--- src/rtl/lsu_arbiter.sv ---
// Round-robin arbiter sharing one LSU between the load/store stage (port 0) and a secondary master (port 1).
// One access at a time: 1-cycle ISSUE, RD_LAT-cycle WAIT for loads, load data returned one cycle after capture.
module lsu_arbiter #(
  parameter int unsigned RD_LAT = 1
) (
  input  logic        i_clk,
  input  logic        i_reset,
  input  logic        i_m0_req,
  input  logic [31:0] i_m0_addr,
  input  logic [31:0] i_m0_wdata,
  input  logic        i_m0_wren,
  input  logic [2:0]  i_m0_func3,
  input  logic        i_m1_req,
  input  logic [31:0] i_m1_addr,
  input  logic [31:0] i_m1_wdata,
  input  logic        i_m1_wren,
  input  logic [2:0]  i_m1_func3,
  output logic        o_m0_gnt,
  output logic        o_m1_gnt,
  output logic        o_m0_rvalid,
  output logic        o_m1_rvalid,
  output logic [31:0] o_m0_rdata,
  output logic [31:0] o_m1_rdata,
  output logic [31:0] o_lsu_addr,
  output logic [31:0] o_st_data,
  output logic        o_lsu_wren,
  output logic [2:0]  o_func3,
  input  logic [31:0] i_ld_data,
  output logic        o_busy
);

  typedef enum logic [1:0] {IDLE, ISSUE, WAIT} state_e;

  localparam logic [1:0] LAST_CNT = (RD_LAT == 0) ? 2'd0 : 2'(RD_LAT - 1);

  state_e      state_q, state_d;
  logic        ptr_q, ptr_d;
  logic [1:0]  cnt_q, cnt_d;
  logic [31:0] addr_q, addr_d;
  logic [31:0] wdata_q, wdata_d;
  logic        wren_q, wren_d;
  logic [2:0]  func3_q, func3_d;
  logic        port_q, port_d;
  logic [1:0]  rvalid_q, rvalid_d;
  logic [31:0] rdata0_q, rdata0_d;
  logic [31:0] rdata1_q, rdata1_d;
  logic        pick1;
  logic        capture;

  always_comb begin
    state_d  = state_q;
    ptr_d    = ptr_q;
    cnt_d    = cnt_q;
    addr_d   = addr_q;
    wdata_d  = wdata_q;
    wren_d   = wren_q;
    func3_d  = func3_q;
    port_d   = port_q;
    rvalid_d = 2'b00;
    rdata0_d = rdata0_q;
    rdata1_d = rdata1_q;
    capture  = 1'b0;
    // ptr_q holds the last granted port; on a tie the other one wins
    pick1    = i_m1_req & (~i_m0_req | ~ptr_q);

    case (state_q)
      IDLE: begin
        if (i_m0_req | i_m1_req) begin
          port_d  = pick1;
          ptr_d   = pick1;
          addr_d  = pick1 ? i_m1_addr  : i_m0_addr;
          wdata_d = pick1 ? i_m1_wdata : i_m0_wdata;
          wren_d  = pick1 ? i_m1_wren  : i_m0_wren;
          func3_d = pick1 ? i_m1_func3 : i_m0_func3;
          state_d = ISSUE;
        end
      end
      ISSUE: begin
        cnt_d = 2'd0;
        if (wren_q) begin
          state_d = IDLE;
        end else if (RD_LAT == 0) begin
          capture = 1'b1;
          state_d = IDLE;
        end else begin
          state_d = WAIT;
        end
      end
      WAIT: begin
        cnt_d = cnt_q + 2'd1;
        if (cnt_q == LAST_CNT) begin
          capture = 1'b1;
          cnt_d   = 2'd0;
          state_d = IDLE;
        end
      end
      default: state_d = IDLE;
    endcase

    if (capture) begin
      rvalid_d[port_q] = 1'b1;
      if (port_q) rdata1_d = i_ld_data;
      else        rdata0_d = i_ld_data;
    end
  end

  always_ff @(posedge i_clk or negedge i_reset) begin
    if (!i_reset) begin
      state_q  <= IDLE;
      ptr_q    <= 1'b1;
      cnt_q    <= 2'd0;
      addr_q   <= '0;
      wdata_q  <= '0;
      wren_q   <= 1'b0;
      func3_q  <= '0;
      port_q   <= 1'b0;
      rvalid_q <= 2'b00;
      rdata0_q <= '0;
      rdata1_q <= '0;
    end else begin
      state_q  <= state_d;
      ptr_q    <= ptr_d;
      cnt_q    <= cnt_d;
      addr_q   <= addr_d;
      wdata_q  <= wdata_d;
      wren_q   <= wren_d;
      func3_q  <= func3_d;
      port_q   <= port_d;
      rvalid_q <= rvalid_d;
      rdata0_q <= rdata0_d;
      rdata1_q <= rdata1_d;
    end
  end

  assign o_m0_gnt    = (state_q == ISSUE) & ~port_q;
  assign o_m1_gnt    = (state_q == ISSUE) &  port_q;
  assign o_lsu_wren  = (state_q == ISSUE) &  wren_q;
  assign o_busy      = (state_q != IDLE);
  assign o_lsu_addr  = addr_q;
  assign o_st_data   = wdata_q;
  assign o_func3     = func3_q;
  assign o_m0_rvalid = rvalid_q[0];
  assign o_m1_rvalid = rvalid_q[1];
  assign o_m0_rdata  = rdata0_q;
  assign o_m1_rdata  = rdata1_q;

endmodule

--- config.mk ---
export PLATFORM = sky130hd
export DESIGN_NAME = lsu_arbiter
export DESIGN_NICKNAME = d
export VERILOG_FILES = /design/src/rtl/lsu_arbiter.sv
export SDC_FILE = /design/constraint.sdc
export NUM_CORES = 1
export LEC_CHECK = 0
export BUFFER_PORTS_ARGS = -buffer_cell sky130_fd_sc_hd__buf_2
export CAP_MARGIN = 20
export CORE_ASPECT_RATIO = 1.1
export CORE_MARGIN = 3
export CORE_UTILIZATION = 40
export DETAILED_ROUTE_END_ITERATION = 12
export GPL_TIMING_DRIVEN = 0
export HOLD_SLACK_MARGIN = 0.12
export PLACE_DENSITY_LB_ADDON = 0.12
export SLEW_MARGIN = 20
export SYNTH_ARGS = -nofsm -noshare
export SYNTH_HDL_FRONTEND = slang
export SYNTH_SLANG_ARGS = --single-unit
--- constraint.sdc ---
create_clock -name i_clk -period 1.7 [get_ports i_clk]
set_input_delay 0 -clock i_clk [delete_from_list [all_inputs] [get_ports i_clk]]
set_output_delay 0 -clock i_clk [all_outputs]
set_load 0.01 [all_outputs]
Word level (Yosys, flattened, before mapping)
Cells that the tools add are included.
{ "op_classes": {"n_addsub": 1, "mul": 0, "n_div": 0, "order_cmp": 2, "n_eq_ne": 4, "shifts": 0, "muxes": 15, "n_bitwise": 9, "n_reduce_logical": 9} }
{ "ops": {"columns": ["op", "n"], "rows": [
  ["32-bit two-way mux", 2],
  ["2-bit two-way mux", 5],
  ["2-bit AND reduction", 4],
  ["2-bit case mux with 3 select lines", 1],
  ["1-bit AND", 4],
  ["2-bit logical NOT", 2],
  ["1-bit two-way mux", 4],
  ["2-bit inequality test, second input constant", 2],
  ["2-bit case mux with 2 select lines", 1],
  ["2-bit nonzero test", 2],
  ["3-bit two-way mux", 1],
  ["1-bit NOT", 3],
  ["2-bit by 1-bit adder with 2-bit output, second input constant", 1],
  ["2-bit by 1-bit == test with 1-bit output, second input constant", 1],
  ["2-bit == test, second input constant", 1],
  ["1-bit by 2-bit less-than comparator with 1-bit output, second input constant", 1],
  ["1-bit bitwise OR", 2],
  ["1-bit demux with 1-bit select", 1],
  ["1-bit >= comparator, second input constant", 1],
  ["1-bit logical AND", 1]
]} }
{ "word_totals": {"register_bits": 140, "latchBits": 0, "mem_bits_rw": 0, "mem_bits_ro": 0, "input_bits": 172, "output_inout_bits": 137, "mem_count": 0} }

Depth between registers and ports, before layout
Gate-level depths: netlist (run 1).
{ "logic_depth": {"depth_word": 5, "depth_mapped": 7, "ltp_nobuf": 5} }

Least setup slack after synthesis (run 1)
No wires, ideal clock.
{ "synth_timing": {"kind": "register to register", "start": "register state_q[0]", "end": "register state_q[0]", "setup_time_ns": 0.128, "arrival_ns": 1.479, "required_time_ns": 1.572, "slack_ns": 0.093, "stages_incl_launch_ff": 6, "path_buffers": 0, "synth_period_minus_slack_ns": 1.607, "cell_sequence": "dfrtp_1 -> inv_1 -> ha_1 -> inv_2 -> o32a_1 -> mux2_1"} }
{ "synth_between": {"elab_chain_len": 3} }
{ "synth_rtl": {"columns": ["element", "line", "text"], "rows": [
  ["start: declaration", "36", "state_e state_q, state_d;"],
  ["start signal: assignment", "121", "state_q <= state_d;"],
  ["2-bit == test / 2-bit logical NOT (equally long branches)", "66", "case (state_q)"],
  ["2-bit inequality test (no source line)", null, null],
  ["2-bit AND reduction (no source line)", null, null]
]} }
Parallel ways exist; a longest one is shown, timed or not.
A chain may end at the register's enable or synchronous reset.

Final worst setup path (run 1)
{ "layout_timing": {"start": "register state_q[0]", "end": "register rdata0_q[7] (netlist: o_m0_rdata[7])"} }
{ "layout_between": {"elab_chain_len": 3} }
{ "layout_rtl": {"columns": ["element", "line", "text"], "rows": [
  ["2-bit == test", "66", null],
  ["1-bit two-way mux", "66", null],
  ["2-bit AND reduction (no source line)", null, null],
  ["end signal: assignment", "130", "rdata0_q <= rdata0_d;"],
  ["end: declaration", "45", "logic [31:0] rdata0_q, rdata0_d;"]
]} }
No other way between the ends.

==> results of run 1 <==
==> layout make-up <==
cell class | instances | area (um2)
diodes | 2 | 5.005
plain buffers | 35 | 217.7
clock buffers | 22 | 474.2
clock inverters | 10 | 209.0
fillers | 987 | 3913
inverters | 8 | 30.03
multi-input cells | 364 | 2167
flip-flops and latches | 140 | 3505
well taps | 188 | 235.2
repair buffers | 483 | 3321
==> metal layers <==
layer,vias up,share of wire,GRT usage
li1,2854,-,-
met4,0,0.052,0.1438
met3,90,0.076,0.06627
met5,-,0,0
met2,333,0.50,0.4289
met1,2938,0.38,0.2826
==> logic make-up (layout without fill, tap and decap cells) <==
logic type,count (synthesis),count (layout),synth area share
and+or+nand+nor,145,145,0.09594
DFF,140,140,0.5985
muxes,66,66,0.1267
buffers and inverters,44,558,0.03504
adders and majority gates,7,7,0.01496
other,0,2,0
AOI/OAI and AO/OA,146,146,0.1288
==> worst min-delay path by stage <==
stage                  start                    endpoint  slack [ns]  cells past startpoint
2_1_floorplan        i_reset        cnt_q[0]$_DFFE_PN0P_       -0.30                      0
3_3_place_gp   i_m0_addr[15]  o_lsu_addr[15]$_DFFE_PN0P_        0.24                      3
3_5_place_dp         i_reset  o_m0_rdata[12]$_DFFE_PN0P_       -0.10                      1
4_1_cts         i_m0_addr[3]   o_lsu_addr[3]$_DFFE_PN0P_        0.35                      4
5_1_grt        i_m0_wdata[4]    o_st_data[4]$_DFFE_PN0P_        0.36                      4
6_report        i_m0_addr[3]   o_lsu_addr[3]$_DFFE_PN0P_        0.37                      4
==> repair_timing <==
| action | in CTS | in global routing |
|---|---|---|
| setup buffers | 1 | 1 |
| resized for setup | 12 | 31 |
| endpoints found under the setup margin | 119 | 116 |
| endpoints found under the hold margin | 273 | 0 |
| pin swaps | 0 | 1 |
| hold buffers | 173 | 0 |
==> tightest hold or removal path, stage by stage <==
cell	delay, ns
dlygate4sd3_1	0.53
buf_2	0.12
nand2_1	0.05
a21oi_1	0.05
==> report_power, final <==
part | total [W] | switching (W) | internal [W] | leakage [nW]
Sequential | 0.00593 | 0.000890 | 0.00504 | 1.61
Clock | 0.00425 | 0.00138 | 0.00287 | 0.327
Combinational | 0.00752 | 0.00407 | 0.00345 | 3.02
Total | 0.0177 | 0.00634 | 0.0114 | 4.96
==> through the flow <==
stage | power (W) | util | hold WS [ns] | setup slack (ns)
after CTS | 0.01759 | 0.7185 | 0.3475 | -0.05261
after global placement | 0.01258 | 0.5419 | 0.2353 | -1.290
final | 0.01771 | 0.7220 | 0.3675 | 0.05589
after floorplan | 0.009854 | - | -0.2956 | 0.09311
after detailed placement | 0.01286 | 0.5445 | -0.1029 | -0.2075
after global routing | 0.01880 | 0.7217 | 0.3622 | -0.05039
==> registers in the layout, indices dropped and copies added, names as in the netlist <==
| name | cells |
|---|---|
| o_func3 | 3 |
| cnt_q | 2 |
| wren_q | 1 |
| o_m1_rdata | 32 |
| o_m0_rdata | 32 |
| rvalid_q | 2 |
| ptr_q | 1 |
| state_q | 2 |
| port_q | 1 |
| o_st_data | 32 |
| o_lsu_addr | 32 |
==> cell usage in the layout, fill, tap and decap left out, types with 2 or more instances in the layout <==
cell type      synthesis  final
o21ai_0                2      2
buf_2                 17    315
nor2_1                68     68
nand3_1                3      2
mux2_2                64     64
and2_1                 2      2
clkbuf_16              0     17
dfrtp_1              139    139
buf_6                  0      2
diode_2                0      2
a21oi_1              137    137
ha_1                   7      5
bufinv_16              0      6
nand2_1               69     69
clkinvlp_4             0      2
inv_1                  7      5
buf_4                  5     14
clkbuf_2               0      9
clkbuf_1              11      4
dlygate4sd3_1          0    173
clkbuf_8               0      3
inv_2                  1      3
==> impl_metrics.env, run 1 <==
export IMPL_status="completed"
export IMPL_worstSetupEndpointType="flop"
export IMPL_drive_gt1_frac=0.4218
export IMPL_ys_types=28
export IMPL_clock_latency_ns=0.41
export IMPL_vias_per_cell=4.964
export IMPL_cp_data_required_time_ns=1.99
export IMPL_skew_ns=0.005542
export IMPL_ys_seq_area_frac=0.5985
export IMPL_synth_avg_cell_area_um2=10.69
export IMPL_dp_hpwl_um=13320
export IMPL_power_leakage_nw=4.960
export IMPL_postPlaceCellArea_um2=7665
export IMPL_crit_slowest_cell="dfrtp_1"
export IMPL_grt_overflow_total=0
export IMPL_route_final_wire_length_um=20610
export IMPL_ir_worst_vdd_mv=0.9012
export IMPL_final_setup_viol_count=0
export IMPL_post_synth_top_count_cell="dfrtp_1"
export IMPL_grt_pass1_vias=6713
export IMPL_critical_path_max_stage_delay_ns=0.38
export IMPL_cp_top_family="flip-flops"
export IMPL_place_congestion=0.8346
export IMPL_grt_max_degree=103
export IMPL_dr_pass1_iters=5
export IMPL_nets=1228
export IMPL_synth_edff_count=0
export IMPL_initial_utilization=0.4160
export IMPL_drt_antenna_violating_nets=0
export IMPL_crit_end="o_m0_rdata[7]$_DFFE_PN0P_"
export IMPL_cts_buffers=17
export IMPL_max_slew_worst_pin_slew_ns=0.4966
export IMPL_clkSlewWorstSetupHoldPaths_ns=0.06
export IMPL_crit_start="state_q[0]$_DFFE_PN0P_"
export IMPL_die_w_um=121.4
export IMPL_setup_tns_ns=0
export IMPL_syn_nets=727
export IMPL_max_slew_margin=0.6689
export IMPL_grt_setup_unrepaired="yes"
export IMPL_final_cell_count_no_fill=1252
export IMPL_fin_area_um2=10160
export IMPL_antenna_found_initial=0
export IMPL_syn_cell_area_um2=5856
export IMPL_core_um2=14080
export IMPL_ioPinCount=309
export IMPL_drc=0
export IMPL_finalHoldViolations=0
export IMPL_place_inst=1044
export IMPL_port_buffers=307
export IMPL_critPathBufInv=2
export IMPL_synth_commonest_cells="dfrtp_1 (139), a21oi_1 (137), nand2_1 (69)"
export IMPL_root_buffer="clkbuf_16"
export IMPL_ff2ff_path_depth=5
export IMPL_critPathKind="reg -> reg"
export IMPL_die_area_um2=16130
export IMPL_fp_dieH_um=132.9
export IMPL_powerDensity_nw_per_um2=1742
export IMPL_clkSinkCount=140
export IMPL_netlist_instances=548
export IMPL_synthArstFlopShare=1.000
export IMPL_via_count=6215
export IMPL_cp_arrival_ns=1.93
export IMPL_yosysTopAreaCell="dfrtp_1"
export IMPL_slew_viol_final=0
export IMPL_grt_first_pass_wirelength_um=32450
export IMPL_clk_path_buf_depth=2
export IMPL_ys_top_cells_by_area="dfrtp_1 (59%), mux2_2 (12%), a21oi_1 (12%)"
export IMPL_h_tree_depth=4
export IMPL_wl_per_cell_um=16.46
export IMPL_ys_ff_latch=140
export IMPL_netlist_area_leader_share=0.5940
export IMPL_min_path_type="in -> reg"
export IMPL_drtIter0Drc=322
export IMPL_rows=45
export IMPL_r2r_setup_slack_ns=0.06
export IMPL_reg2reg_to="o_m0_rdata[7]$_DFFE_PN0P_"
export IMPL_drv_cap=0
export IMPL_path_depth=5
export IMPL_fin_crit_ns=1.644
export IMPL_fmax_mhz=608.2
export IMPL_start_kind="flop"
export IMPL_fin_crit_sh=0.9671
export IMPL_grt_usage=0.2518
export IMPL_syn_to_final_growth_pct=73.57
export IMPL_r2r_start="state_q[0]$_DFFE_PN0P_"
export IMPL_yosysWarnings=0
export IMPL_crit_chain="inv_2, ha_2, nand3b_1, buf_4, mux2_2"
export IMPL_cts_tree="done"
export IMPL_synth_flop_cell="dfrtp_1"
export IMPL_path_max_fanout=10
(Power assumes the default switching activity.)
==> run 2: changes to the inputs <==
==> constraint.sdc (replaced) <==
create_clock -name i_clk -period 1.8 [get_ports i_clk]
set_input_delay 0 -clock i_clk [delete_from_list [all_inputs] [get_ports i_clk]]
set_output_delay 0 -clock i_clk [all_outputs]
set_load 0.01 [all_outputs]
==> impl_metrics.env, run 2 (synthesis gave the netlist of run 1 again) <==
export IMPL_nets=1229
export IMPL_power_leakage_nw=4.941
export IMPL_fin_crit_ns=1.750
export IMPL_critPathKind="reg -> reg"
export IMPL_clk_path_buf_depth=2
export IMPL_via_count=6274
export IMPL_grt_first_pass_wirelength_um=32440
export IMPL_wl_per_cell_um=16.42
export IMPL_fp_dieH_um=132.9
export IMPL_layout_common_cells="buf_2 (320), dlygate4sd3_1 (172), dfrtp_1 (139)"
export IMPL_fin_ws_ns=0.04959
export IMPL_fin_crit_sh=0.9725
export IMPL_r2r_start="state_q[0]$_DFFE_PN0P_"
export IMPL_syn_to_final_growth_pct=73.35
export IMPL_final_common_cell="buf_2"
export IMPL_initial_utilization=0.4160
export IMPL_reg2reg_to="o_m0_rdata[7]$_DFFE_PN0P_"
export IMPL_vias_per_cell=5.007
export IMPL_place_inst=1044
export IMPL_start_kind="flop"
export IMPL_max_slew_margin=0.6668
export IMPL_status="completed"
export IMPL_skew_ns=0.005975
export IMPL_max_slew_worst_pin_slew_ns=0.4997
export IMPL_fillCellCount=992
export IMPL_powerDensity_nw_per_um2=1644
export IMPL_clkSlewWorstSetupHoldPaths_ns=0.06
export IMPL_critical_path_max_stage_delay_ns=0.38
export IMPL_dp_hpwl_um=13320
export IMPL_cts_tree="done"
export IMPL_crit_slowest_cell="dfrtp_1"
export IMPL_ir_worst_vdd_mv=0.8509
export IMPL_drtIter0Drc=289
export IMPL_die_area_um2=16130
export IMPL_antenna_found_initial=0
export IMPL_drv_cap=0
export IMPL_root_buffer="clkbuf_16"
export IMPL_drive_gt1_frac=0.4149
export IMPL_finalHoldViolations=0
export IMPL_final_setup_viol_count=0
export IMPL_path_max_fanout=10
export IMPL_route_final_wire_length_um=20570
export IMPL_fmax_mhz=571.3
export IMPL_grt_pass1_vias=6719
export IMPL_grt_max_degree=103
export IMPL_holdWs_ns=0.1365
export IMPL_r2r_setup_slack_ns=0.05
export IMPL_pre_cts_slack_ns=-0.1075
export IMPL_slew_viol_final=0
export IMPL_fin_area_um2=10150
export IMPL_die_w_um=121.4
export IMPL_dr_pass1_iters=5
export IMPL_postPlaceCellArea_um2=7665
export IMPL_multi_input_comb_area_um2=2165
export IMPL_critPathBufInv=2
export IMPL_clkSinkCount=140
export IMPL_grt_setup_unrepaired="yes"
export IMPL_ioPinCount=309
export IMPL_drc=0
export IMPL_grt_usage=0.2516
export IMPL_power_w=0.01669
export IMPL_worstSetupEndpointType="flop"
export IMPL_h_tree_depth=4
export IMPL_place_congestion=0.8346
export IMPL_ff2ff_path_depth=5
export IMPL_port_buffers=307
export IMPL_clock_latency_ns=0.41
export IMPL_crit_chain="inv_2, ha_1, nand3b_1, buf_2, mux2_2"
export IMPL_final_cell_count_no_fill=1253
export IMPL_cp_data_required_time_ns=2.09
export IMPL_path_depth=5
export IMPL_cts_buffers=17
export IMPL_grt_overflow_total=0
export IMPL_cp_top_family="buffers and inverters"
export IMPL_regArea_um2=3505
export IMPL_drt_antenna_violating_nets=0
export IMPL_core_um2=14080
export IMPL_cp_arrival_ns=2.04
export IMPL_min_path_type="in -> async"
export IMPL_rows=45
run 2: cell count changes in the layout (fill, tap and decap cells not counted):
cell | before | now
buf_6 | 2 | 1
buf_2 | 315 | 320
ha_2 | 1 | 0
ha_1 | 5 | 6
inv_2 | 3 | 2
buf_12 | 0 | 1
clkbuf_2 | 9 | 3
clkbuf_1 | 4 | 11
clkbuf_4 | 1 | 2
inv_1 | 5 | 6
dlygate4sd3_1 | 173 | 172
buf_4 | 14 | 9
run 2: final cells by class:
| cell class | instances | area share |
|---|---|---|
| plain buffers | 36 | 0.01947 |
| multi-input cells | 364 | 0.2132 |
| clock buffers | 22 | 0.04672 |
| well taps | 188 | 0.02317 |
| repair buffers | 483 | 0.3281 |
| clock inverters | 10 | 0.02058 |
| flip-flops and latches | 140 | 0.3452 |
| diodes | 2 | 0.0004930 |
| inverters | 8 | 0.002958 |
run 2: worst reg2reg max path, stage by stage (launching register included):
cell      delay [ns]
dfrtp_1         0.38
inv_2           0.08
ha_1            0.25
nand3b_1        0.24
buf_2           0.31
mux2_2          0.37
run 2: how the worst max path moves through the flow:
stage	startpoint	endpoint	slack, ns
after global routing	state_q[0]$_DFFE_PN0P_	o_m0_rdata[10]$_DFFE_PN0P_	-0.08
final	state_q[0]$_DFFE_PN0P_	o_m0_rdata[7]$_DFFE_PN0P_	0.05
after detailed placement	state_q[0]$_DFFE_PN0P_	o_st_data[13]$_DFFE_PN0P_	-0.11
after CTS	state_q[0]$_DFFE_PN0P_	o_m1_rdata[16]$_DFFE_PN0P_	0.005
after floorplan	state_q[0]$_DFFE_PN0P_	state_q[0]$_DFFE_PN0P_	0.19
after global placement	i_reset	o_lsu_addr[22]$_DFFE_PN0P_	-1.19
run 2: metrics by stage:
stage | util | setup TNS (ns)
after floorplan | - | 0
after global placement | 0.5419 | -164.55
after detailed placement | 0.5445 | -2.230
after CTS | 0.7176 | 0
after global routing | 0.7208 | -1.391
final | 0.7212 | 0
run 2: what timing repair did:
item,4_1_cts,5_1_grt
pin swaps,0,1
endpoints found under the setup margin,59,90
hold buffers,173,0
gates resized for setup,6,12
gates cloned,0,0
buffers inserted,0,2
endpoints found under the hold margin,273,0
run 2: power breakdown:
part / internal [W] / leakage [nW] / total, W / switching (W)
sequential: 0.00476 / 1.61 / 0.00560 / 0.000835
clock: 0.00271 / 0.327 / 0.00402 / 0.00131
combinational: 0.00323 / 3.00 / 0.00707 / 0.00384
run 2: metal layers:
layer	vias up	wire, um	global-route usage
met5	-	0	0
met4	0	1005	0.1438
li1	2865	-	-
met2	350	10230	0.4289
met1	2973	7680	0.2820
met3	86	1655	0.06627
